==> src/rtl/router_output_arbiter.sv <==
// router_output_arbiter: round-robin output arbiter filling even/odd VC buffers and draining the opposite one
module router_output_arbiter #(
    parameter int DATA_WIDTH = 64,
    parameter int NUM_IN     = 5,
    parameter int PTR_W      = 3
) (
    input  logic                         clk,
    input  logic                         rst,
    input  logic [NUM_IN-1:0]            req,
    input  logic [NUM_IN*DATA_WIDTH-1:0] data_in,
    output logic [NUM_IN-1:0]            grant,
    output logic                         sendO,
    output logic [DATA_WIDTH-1:0]        dataO,
    input  logic                         receiveO,
    output logic                         polarity
);
    localparam int IW = PTR_W + 1;

    typedef enum logic [1:0] {IDLE = 2'd0, ODD = 2'd1, EVEN = 2'd2} state_t;

    state_t                state, state_next;
    logic                  even_valid, odd_valid;
    logic [DATA_WIDTH-1:0] even_buf, odd_buf, win_data;
    logic [PTR_W-1:0]      rr_ptr_even, rr_ptr_odd, ptr, win, win_next;
    logic [IW-1:0]         idx;
    logic                  hit, is_odd, is_even, arb_empty, drain_valid, fire;

    assign is_odd      = !rst && state == ODD;
    assign is_even     = !rst && state == EVEN;
    assign ptr         = is_odd ? rr_ptr_odd : rr_ptr_even;
    assign arb_empty   = is_odd ? !odd_valid : is_even && !even_valid;
    assign drain_valid = is_odd ? even_valid : is_even && odd_valid;
    assign fire        = arb_empty && hit;
    assign grant       = fire ? NUM_IN'(1) << win : '0;
    assign sendO       = drain_valid && receiveO;
    assign dataO       = sendO ? (is_odd ? even_buf : odd_buf) : '0;
    assign polarity    = is_odd;
    assign win_next    = (win == PTR_W'(NUM_IN - 1)) ? '0 : win + 1'b1;
    assign win_data    = data_in[win*DATA_WIDTH +: DATA_WIDTH];

    // Polarity sequence: IDLE once after reset, then ODD/EVEN alternating
    always_comb begin
        state_next = IDLE;
        case (state)
            IDLE:    state_next = ODD;
            ODD:     state_next = EVEN;
            EVEN:    state_next = ODD;
            default: state_next = IDLE;
        endcase
    end

    // Round-robin scan: first requester at or above the VC pointer, wrapping modulo NUM_IN
    always_comb begin
        win = '0;
        hit = 1'b0;
        idx = '0;
        for (int k = 0; k < NUM_IN; k++) begin
            idx = IW'(ptr) + IW'(k);
            if (idx >= IW'(NUM_IN)) idx = idx - IW'(NUM_IN);
            if (!hit && req[idx[PTR_W-1:0]]) begin
                hit = 1'b1;
                win = idx[PTR_W-1:0];
            end
        end
    end

    // State register
    always_ff @(posedge clk) begin
        if (rst) state <= IDLE;
        else     state <= state_next;
    end

    // Valid flags and per-VC pointers; fill and drain never target the same VC in one cycle
    always_ff @(posedge clk) begin
        if (rst) begin
            even_valid  <= 1'b0;
            odd_valid   <= 1'b0;
            rr_ptr_even <= '0;
            rr_ptr_odd  <= '0;
        end else begin
            if (fire && is_odd) begin
                odd_valid  <= 1'b1;
                rr_ptr_odd <= win_next;
            end else if (sendO && is_even) begin
                odd_valid  <= 1'b0;
            end
            if (fire && is_even) begin
                even_valid  <= 1'b1;
                rr_ptr_even <= win_next;
            end else if (sendO && is_odd) begin
                even_valid  <= 1'b0;
            end
        end
    end

    // Flit storage; contents only matter while the matching valid flag is set
    always_ff @(posedge clk) begin
        if (fire && is_odd)  odd_buf  <= win_data;
        if (fire && is_even) even_buf <= win_data;
    end
endmodule
==> config.mk <==
export PLATFORM = sky130hd
export DESIGN_NAME = router_output_arbiter
export DESIGN_NICKNAME = d
export VERILOG_FILES = /design/src/rtl/router_output_arbiter.sv
export SDC_FILE = /design/constraint.sdc
export NUM_CORES = 1
export LEC_CHECK = 0
export CAP_MARGIN = 20
export CORE_ASPECT_RATIO = 1.4
export CORE_MARGIN = 5
export CORE_UTILIZATION = 25
export DETAILED_ROUTE_END_ITERATION = 6
export PLACE_DENSITY_LB_ADDON = 0.25
export SYNTH_ARGS = -nofsm -noshare
export SYNTH_HDL_FRONTEND = slang
export SYNTH_SLANG_ARGS = --single-unit
export TNS_END_PERCENT = 30
==> constraint.sdc <==
create_clock -name clk -period 21.9 [get_ports clk]
set_input_delay 5.475 -clock clk [delete_from_list [all_inputs] [get_ports clk]]
set_output_delay 5.475 -clock clk [all_outputs]
set_load 0.005 [all_outputs]
* After elaboration in Yosys (flattened, before gate mapping) *
Cells that the tools add are included.

word-level totals
  register bits after elaboration = 138
  input bits = 328
  output and inout port bits = 71
  word-level logic and storage cells = 94

cells by class
  $add $sub $neg = 10
  $lt $le $gt $ge = 10
  eq/ne operators = 3
  shift operators = 2
  muxes and demuxes = 37
  reductions and logical operators = 25

operator list
  cell                                                               number
  indexed part select 320 x 10 -> 64 bit                             1
  two-way mux 64 bit                                                 2
  two-way mux 3 bit                                                  12
  less-than comparator 3 x 4 -> 1 bit, second input constant         5
  greater-or-equal comparator 4 x 3 -> 1 bit, second input constant  4
  two-way mux 1 bit                                                  16
  binary-select mux 1 bit (select 3 bit)                             5
  subtractor 3 bit, second input constant                            5
  logical AND 1 bit                                                  14
  adder 3 x 2 -> 4 bit, second input constant                        2
  logical NOT 1 bit                                                  7
  two-way mux 5 bit                                                  1
  left shift 1 x 3 -> 5 bit, first input constant                    1
  adder 3 x 1 -> 4 bit, second input constant                        1
  adder 3 x 3 -> 4 bit, second input constant                        1
  one-hot mux 2 bit (2 select lines)                                 1
  nonzero test 2 bit                                                 2
  adder 3 x 1 -> 3 bit, second input constant                        1
  equality test 3 bit, second input constant                         1
  greater-or-equal comparator 3 bit, second input constant           1
  equality test 2 x 1 -> 1 bit, second input constant                1
  equality test 2 bit, second input constant                         1
  logical NOT 2 bit                                                  1
  OR reduction 2 bit                                                 1

* Logic depth before layout (Yosys ltp) *
  depth after elaboration = 23
  gate-level depth with buffers = 23
  gate-level depth less buffers = 17

* Worst setup path before layout *
OpenSTA, ideal clock, no wires.

  kind = input-to-output
  start point = input port rst
  end point = output port grant[3]
  arrival time = 9.814 ns
  required time = 16.425 ns
  path slack = 6.611 ns
  stages = 20
  buffers on the path = 4
  cell sequence = or3b_1 > buf_2 > mux2_1 > inv_1 > ha_1 > ha_1 > buf_4 > a21o_1 > o32a_1 > mux2_4 > a311o_1 > or3_1 > a2bb2oi_1 > nor3_4 > buf_4 > buf_2 > and2_1 > ha_1 > inv_1 > nor2_1

on the way
  cells in the longest elaborated chain, start to end = 22
  elaborated cells on any way between the ends = 56
  those cells by class = add/sub: 9; order compare: 5; shift: 1; mux: 28; reduce/logical: 13

ends and longest elaborated chain
  what                                                           line    text
  start: declaration                                             8       input logic rst,
  logical NOT 1 bit (*)                                          28, 29
  branches (longest 20 deep; another with adder 3 x 1 -> 4 bit)  n/a
  two-way mux 5 bit (*)                                          34      assign grant = fire ? NUM_IN'(1) << win : '0;
  end: declaration                                               11      output logic [NUM_IN-1:0] grant,

Mark *: on every way between the ends. The select of a mux whose other input is x is not followed.

* Worst setup path after layout *
  start point = input port rst
  end point = output port grant[1]

Same word-level chain as after synthesis.

==> impl_metrics.toml <==
[clock_network]
cts_root_buf = "clkbuf_16"
postCtsHoldBufs = 0
cts_setup_buffers = 0
clk_pin_slew_ns = 0.06
cts_resized = 0
numClockSinks = 138
cts_tree = "done"
cts_max_level = 4
cts_buffer_depth = 2
worstSkewPairLatency_ns = 0.42
numCtsBuffers = 17

[place]
hpwl_um = 28700
portBuffers = 398
place_inst = 1838
gp_congestion = 0.900

[worst_hold_path]
hold_path_class = "register to register"
holdPathStages = 2
hold_end = "odd_valid$_SDFFE_PP0P_"
hp-start = "odd_valid$_SDFFE_PP0P_"

[yosys]
netlist_top_cells_area = "edfxtp_1, a21oi_1, mux2i_1, a32o_1, nand2_1"
syn_area_sq_mm = 0.00934
synth-seq-cells = 138
synthArstFlopShare = 0
ys.flop_type = "edfxtp_1"
syn-num-nets = 1384
yosys.area_share.simple = 0.150
synth_xor_area_frac = 0.00562
synth_cell_types = 70
synthCells = 1046
ys_seq_area_frac = 0.433
yosysWarningCount = 0
synth_top_family_by_area = "compound AO/OA/AOI/OAI gates"
synth_edf_count = 128
synth_compound_area_frac = 0.246
netlist.area_leader.share = 0.411
synth_area_leader_cell = "edfxtp_1"
synth_adder_area_share = 0.0134
avgSynthCellArea_sq_um = 8.93
synth.area.mux_share = 0.0757

[flow_run]
drv_cap = 0

[grt]
grt_use_met3 = 0.0407
grt_pass1_vias = 9879
grt_overflow_total = 0
grt_pass1_wl_um = 59300
grt_max_degree = 72
use_met2 = 0.340
grt_usage = 0.184
met1_usage = 0.203
antenna_found_initial = 1
grt_busiest_layer = "met2"

[worst_setup_path]
worstReg2RegStart = "state[0]$_SDFF_PP0_"
slowest_delay_ns = 0.74
end_kind = "output pin"
reg2reg_depth = 15
cp-start-kind = "input port"
crit_required_ns = 16.43
worstPathCellList = "clkdlybuf4s50_1 > or3b_4 > mux2_1 > inv_1 > ha_1 > and2_1 > a221o_1 > a221o_1 > a2111oi_0 > a311o_1 > or4_1 > o211a_4 > nand2_4 > nor3_1 > clkdlybuf4s50_1"
cp.arrival_ns = 12.10
r2r_setup_slack_ns = 15.00
regToRegEndpoint = "even_buf[60]$_DFFE_PP_"
critical_path_class = "input port to output pin"
critPathSlowestCell = "o211a_4"
cp_max_fo = 65

[floorplan]
io-pin-count = 399
die_h_um = 239
initial_core_util = 0.253
dieArea_sq_mm = 0.0414
rows = 83
fp.dieW_um = 173
core_sq_mm = 0.0369

[sta]
drv_slew = 0
finalSetupViolations = 0
period_share = 0.803
finalHoldWorstSlack_ns = 0.531
grt_setup_unrepaired = "false"
hold_viol = 0
worst_pin_slew_ns = 1.02
max_slew_margin = 0.318
finalSetupTns_ns = 0
max_freq_mhz = 56.9
finalCriticalPeriod_ns = 17.58
clock_skew_ns = 0.0124

[cells_and_area]
syn_to_final_growth_pct = 52.7
drive_above_1_share = 0.0464
utilization = 0.387
finalNetCount = 1728
layoutNonFillerInstCount = 1870

[outcome]
status = "finished, final reports clean"

[drt]
drc = 0
vias = 9721
postRouteAntennaNets = 0
drt-total-wl_um = 40400
wl_per_cell_um = 21.6
initialDrtViolationCount = 540
vias_per_cell = 5.20
dr.pass1.iters = 7

[power]
ir_drop_mv = 0.0352
p_per_area_mw_per_mm2 = 56.9
leakagePower_nw = 5.28
finalPower_w = 0.000811
## where the power goes
| group | leakage [nW] | internal [W] | switching, W |
|---|---|---|---|
| clock network | 0.285 | 0.000179 | 0.000113 |
| registers | 1.23 | 0.000306 | 0.00000171 |
| logic | 3.76 | 0.000101 | 0.000111 |
## registers in the layout, summed over array words and instances (netlist names)
name and flops:
odd_buf 64, state 2, even_valid 1, even_buf 64
rr_ptr_odd 3, rr_ptr_even 3, odd_valid 1
## kinds of logic after synthesis
group	count (synthesis)
AOI/OAI and AO/OA	352
xor gates and xnor gates	6
adders and majority gates	10
buffers and inverters	173
DFF	138
muxes	70
and+or+nand+nor	297
## worst max-delay path by stage
stage                     startpoint       end  slack, ns
final                            rst  grant[1]       4.32
after global routing             rst  grant[1]       3.93
after CTS                        rst  grant[1]       4.22
after detailed placement         rst  grant[1]       4.24
after global placement           rst  grant[1]       4.24
after floorplan                  rst  grant[3]       6.61
## cell usage in the layout (no fill, tap or decap), types with 6 or more instances in the layout
| cell | instances |
|---|---|
| nor2_1 | 21 |
| nand3_1 | 73 |
| dfxtp_1 | 10 |
| ha_1 | 10 |
| mux2i_1 | 68 |
| edfxtp_1 | 128 |
| buf_4 | 13 |
| clkdlybuf4s50_1 | 398 |
| clkbuf_16 | 17 |
| inv_1 | 84 |
| and2_1 | 8 |
| o211ai_1 | 6 |
| nand2b_1 | 10 |
| nand2_1 | 140 |
| nor3_1 | 12 |
| o21ai_0 | 79 |
| a211oi_1 | 12 |
| a21oi_1 | 145 |
| a32o_1 | 64 |
## cells in the mapped netlist, types with 12 or more instances
| library cell | number |
|---|---|
| buf_2 | 22 |
| o21ai_0 | 79 |
| a21oi_1 | 145 |
| mux2i_1 | 68 |
| clkbuf_1 | 54 |
| nor3_1 | 12 |
| nor2_1 | 23 |
| a32o_1 | 64 |
| nand3_1 | 73 |
| a211oi_1 | 12 |
| edfxtp_1 | 128 |
| inv_1 | 84 |
| nand2_1 | 141 |
## routing by layer
layer / up-vias / routed length (um)
met2: 374 / 21500
met5: - / 0
met1: 4713 / 15000
met3: 65 / 2430
li1: 4569 / -
met4: 0 / 1470
## layout make-up
| cell class | instances | area (sq um) |
|---|---|---|
| Fill cell | 3686 | 22600 |
| Multi-Input combinational cell | 735 | 4630 |
| Timing Repair Buffer | 411 | 4080 |
| Sequential cell | 138 | 4040 |
| Tap cell | 467 | 584 |
| Clock buffer | 17 | 425 |
| Inverter | 87 | 328 |
| Clock inverter | 14 | 171 |
| Antenna cell | 1 | 2.50 |
## through the flow
step	area (sq um)	worst slack [ns]
after floorplan	9340	6.61
after global placement	13700	4.24
after detailed placement	13700	4.24
after CTS	14300	4.22
after global routing	14300	3.93
final	14300	4.32
## critical path: cells and delay by family
| family | cells | cell delay, ns |
|---|---|---|
| AOI/OAI and AO/OA | 5 | 2.46 |
| and+or+nand+nor | 5 | 1.89 |
| buffers and inverters | 3 | 1.47 |
| muxes | 1 | 0.45 |
| adders and majority gates | 1 | 0.34 |
Power figures use the tool's default switching activity.
